## src/rtl/mul_seq_ctrl.sv

```systemverilog
// mul_seq_ctrl: radix-2 shift-add multiply sequencer for the EX stage.
// Ports: clk_i, rst_i (sync, active-low), start_i, flush_i, op_a_i, op_b_i
//        -> stall_o, busy_o, done_o, result_o (low WIDTH bits of a*b).
module mul_seq_ctrl #(
    parameter int WIDTH     = 32,
    parameter bit EARLY_OUT = 1'b1
) (
    input  logic             clk_i,
    input  logic             rst_i,
    input  logic             start_i,
    input  logic             flush_i,
    input  logic [WIDTH-1:0] op_a_i,
    input  logic [WIDTH-1:0] op_b_i,
    output logic             stall_o,
    output logic             busy_o,
    output logic             done_o,
    output logic [WIDTH-1:0] result_o
);

    localparam int CW = $clog2(WIDTH) + 1;

    typedef enum logic [1:0] {
        IDLE = 2'd0,
        RUN  = 2'd1,
        DONE = 2'd2
    } state_t;

    state_t           state_q, state_d;
    logic [WIDTH-1:0] mcand_q, mcand_d;
    logic [WIDTH-1:0] mplier_q, mplier_d;
    logic [WIDTH-1:0] acc_q, acc_d;
    logic [CW-1:0]    count_q, count_d;
    logic [WIDTH-1:0] result_q, result_d;

    always_comb begin
        state_d  = state_q;
        mcand_d  = mcand_q;
        mplier_d = mplier_q;
        acc_d    = acc_q;
        count_d  = count_q;
        result_d = result_q;
        stall_o  = 1'b0;
        done_o   = 1'b0;
        result_o = result_q;

        unique case (state_q)
            IDLE: begin
                if (start_i && !flush_i) begin
                    // Freeze EX already in the accept cycle.
                    stall_o  = 1'b1;
                    mcand_d  = op_a_i;
                    mplier_d = op_b_i;
                    acc_d    = '0;
                    count_d  = '0;
                    state_d  = RUN;
                end
            end
            RUN: begin
                if (flush_i) begin
                    state_d = IDLE;
                end else begin
                    stall_o = 1'b1;
                    if (EARLY_OUT && mplier_q == '0) begin
                        state_d = DONE;
                    end else begin
                        if (mplier_q[0]) begin
                            acc_d = acc_q + mcand_q;
                        end
                        mcand_d  = mcand_q << 1;
                        mplier_d = mplier_q >> 1;
                        count_d  = count_q + 1'b1;
                        if (count_q == CW'(WIDTH - 1)) begin
                            state_d = DONE;
                        end
                    end
                end
            end
            DONE: begin
                // start_i here is still the mul leaving EX.
                state_d = IDLE;
                if (!flush_i) begin
                    done_o   = 1'b1;
                    result_o = acc_q;
                    result_d = acc_q;
                end
            end
            default: begin
                state_d = IDLE;
            end
        endcase
    end

    assign busy_o = (state_q != IDLE);

    always_ff @(posedge clk_i) begin
        if (!rst_i) begin
            state_q  <= IDLE;
            mcand_q  <= '0;
            mplier_q <= '0;
            acc_q    <= '0;
            count_q  <= '0;
            result_q <= '0;
        end else begin
            state_q  <= state_d;
            mcand_q  <= mcand_d;
            mplier_q <= mplier_d;
            acc_q    <= acc_d;
            count_q  <= count_d;
            result_q <= result_d;
        end
    end

endmodule

```

## config.mk

```make
export PLATFORM = sky130hd
export DESIGN_NAME = mul_seq_ctrl
export DESIGN_NICKNAME = d
export VERILOG_FILES = /design/src/rtl/mul_seq_ctrl.sv
export SDC_FILE = /design/constraint.sdc
export NUM_CORES = 1
export LEC_CHECK = 0
export CORE_MARGIN = 2
export CORE_UTILIZATION = 55
export CTS_CLUSTER_SIZE = 10
export DETAILED_ROUTE_END_ITERATION = 8
export PLACE_DENSITY = 0.88
export REMOVE_ABC_BUFFERS = 1
export SETUP_SLACK_MARGIN = 0.4
export SKIP_LAST_GASP = 1
export SLEW_MARGIN = 10
export SYNTH_ARGS = -nofsm -noshare
export SYNTH_HDL_FRONTEND = slang
export SYNTH_SLANG_ARGS = --single-unit
```

## constraint.sdc

```tcl
create_clock -name clk_i -period 3.5 [get_ports clk_i]
set_input_delay 0.7 -clock clk_i [delete_from_list [all_inputs] [get_ports clk_i]]
set_output_delay 0.7 -clock clk_i [all_outputs]
set_load 0.03 [all_outputs]
```

==> qor.yml <==
status:
  status: "complete, no violations"
final_layout:
  multiInputGateArea_um2: 4350
  area_delta_synth_final_pct: 27.2
  design_area_um2: 9230
  final_common_cell: "dfxtp_1"
  utilization_pct: 72.3
  regArea_um2: 2720
  final_cell_mix: "dfxtp_1, nand2_1, clkdlybuf4s50_1, o211a_1, mux2i_1"
  n_antenna_cell: 0
  nets: 983
  drive_above_1_share_pct: 15.3
  final.fill_count: 889
drt:
  viasPerCell: 5.76
  wl_per_cell_um: 16.0
  wirelength_mm: 17.1
  vias: 6142
  ant_nets: 0
  drt_iter0_drc: 318
  first_pass_iters: 5
  drcViolationCount: 0
synth:
  synth_xor_xnor_area_share_pct: 3.38
  seq_area_frac_synth_pct: 37.5
  synth_compound_area_share_pct: 20.0
  netlist_instances: 788
  muxShareOfSynthArea_pct: 13.4
  syn_avg_cell_area_um2: 9.21
  yosys.cell_types.count: 59
  synthFlopType: "dfxtp_1"
  synth_edf_count: 0
  yosys.area.top_type: "dfxtp_1"
  synthSimpleGateAreaFrac_pct: 16.7
  ys_top_cells_by_area: "dfxtp_1, o211a_1, mux2i_1"
  synth_top_family_by_area: "compound AO/OA/AOI/OAI gates"
  ys_ff_latch: 136
  ys_async_sr_fraction_pct: 0
  synth_fa_ha_area_share_pct: 5.79
  synth_warnings: 0
  yosysTopAreaCellShare_pct: 37.5
  synthesis.area_um2: 7260
grt:
  grt_max_degree: 72
  grt.total_usage_pct: 25.2
  antenna_found_initial: 0
  grt_pass1_vias: 6171
  grt-ovfl-total: 0
  grt_pass1_wl_mm: 29.2
timing:
  fmax_ghz: 0.336
  tightest_slew_ns: 0.669
  finalCriticalPeriod_ns: 2.98
  clock_skew_ns: 0.00753
  final_max_slew_viol_count: 0
  finalSetupViolations: 0
  setup_tns_ns: 0
  rsz0062_at_grt: "false"
  fin_crit_sh_pct: 85.1
  final-hold-violation-count: 0
  maxSlewHeadroom_pct: 55.2
  fin_hold_ws_ns: 0.490
clocking:
  root_buffer: "clkbuf_16"
  ctsHoldBuffers: 0
  clock_path_buffers: 2
  clk_pin_slew_worst_paths_ns: 0.06
  cts_tree: "built"
  cts-htree-levels: 4
  cts_sinks: 136
  insertion_delay_ns: 0.42
  cts_inserted_buffers: 17
setup_path:
  worstSetupStartpointType: "flip-flop"
  crit_slowest_cell: "dfxtp_1"
  path_delay_family: "compound AO/OA/AOI/OAI gates"
  cp-end-kind: "flip-flop"
  path_class: "flip-flop to flip-flop"
  path_buf_inv: 0
  crit_path_max_fanout: 6
  slowest_delay_ns: 0.41
  crit_chain: "ha_1, a211oi_1, o211ai_2, a221oi_4, o311ai_4, a311oi_2, o311ai_2, xnor2_1, or3_1, o21ai_2"
  required_ns: 3.85
  cp.arrival_ns: 3.33
place:
  place_area_um2: 8450
  io_buffers: 102
  hpwl_mm: 11.0
  gp_congestion: 0.858
power:
  power_density_nw_per_um2: 453
  ir_drop_uv: 337
  leakage_nw: 4.59
die:
  coreArea_um2: 12800
  pin_count: 103
  dieArea_um2: 14100
  row_count: 41
  fp.dieW_um: 119
  start_util_pct: 56.8
  fp.dieH_um: 119
job:
  cap_violations: 0
min_path:
  hp-class: "flip-flop to flip-flop"
[cell usage after synthesis, types with 3 or more instances]
cell / number
a21oi_1: 35
mux2i_1: 61
buf_1: 10
xnor2_1: 12
and3_1: 3
a21o_1: 5
mux2_2: 32
o21a_1: 4
nand2_1: 111
nand2b_1: 3
o21ai_0: 40
dfxtp_1: 136
ha_1: 32
o211a_1: 62
nor3_1: 17
a21boi_0: 5
o211ai_1: 5
nand3_1: 11
nor2_1: 19
inv_1: 16
nand4_1: 7
nor2b_1: 15
nor4_1: 8
and4_1: 3
xor2_1: 16
clkbuf_1: 35
and2_1: 39
or2_2: 3
a211oi_1: 4
[what timing repair did]
action,4_1_cts,5_1_grt
buffers inserted,2,1
pin swaps,1,1
resized for setup,75,3
gates cloned,1,0
endpoints found under the setup margin,24,4
[metrics by stage]
step                setup WS, ns  power (W)  std cells
floorplan                  -2.19    0.00200        742
global placement           0.151    0.00216       1031
detailed placement         0.101    0.00218       1031
CTS                        0.494    0.00421       1066
global route               0.413    0.00433       1067
finish                     0.523    0.00418       1067
[worst paths after layout]
check / endpoint / slack, ns / start / depth (start not counted)
setup reg to reg: acc_q[31]$_SDFFE_PN0P_ / 0.52 / acc_q[1]$_SDFFE_PN0P_ / 10
hold reg to reg: acc_q[25]$_SDFFE_PN0P_ / 0.49 / acc_q[25]$_SDFFE_PN0P_ / 2
hold / removal: acc_q[25]$_SDFFE_PN0P_ / 0.49 / acc_q[25]$_SDFFE_PN0P_ / 2
setup / recovery: acc_q[31]$_SDFFE_PN0P_ / 0.52 / acc_q[1]$_SDFFE_PN0P_ / 10
[cell type report]
cell class / instances / share of cell area (%)
clock buffers: 22 / 5.25
multi-input cells: 590 / 47.1
clock inverters: 10 / 2.06
flip-flops and latches: 136 / 29.5
well taps: 172 / 2.33
inverters: 16 / 0.651
repair buffers: 121 / 13.1
[registers in the layout, indices dropped and copies added (netlist names)]
name	cells
count_q	6
state_q	2
acc_q	32
mcand_q	32
mplier_q	32
result_q	32
[cell families (layout without fill, tap and decap cells)]
group / after synthesis / in the layout
buf+inv: 62 / 169
flops: 136 / 136
xor+xnor: 28 / 28
compound gates: 188 / 188
mux: 93 / 93
simple gates: 248 / 248
fa+ha+maj: 33 / 33
[where the power goes]
group          switching [W]  internal, W
Sequential         0.0000615      0.00162
Combinational       0.000240     0.000237
Clock               0.000682      0.00134
Total               0.000983      0.00320
[tightest hold or removal path, stage by stage (launching register included)]
cell     delay, ns
dfxtp_1       0.33
nand2_1       0.05
o21ai_0       0.06
[routing by layer]
layer | global-route usage [%] | vias up | wire length [µm]
met5 | 0 | - | 0
met4 | 7.81 | 0 | 193
met3 | 4.98 | 23 | 774
met2 | 42.9 | 152 | 8450
met1 | 32.0 | 2941 | 7690
li1 | - | 3026 | -
No activity file was read; power rests on OpenSTA's default activity.
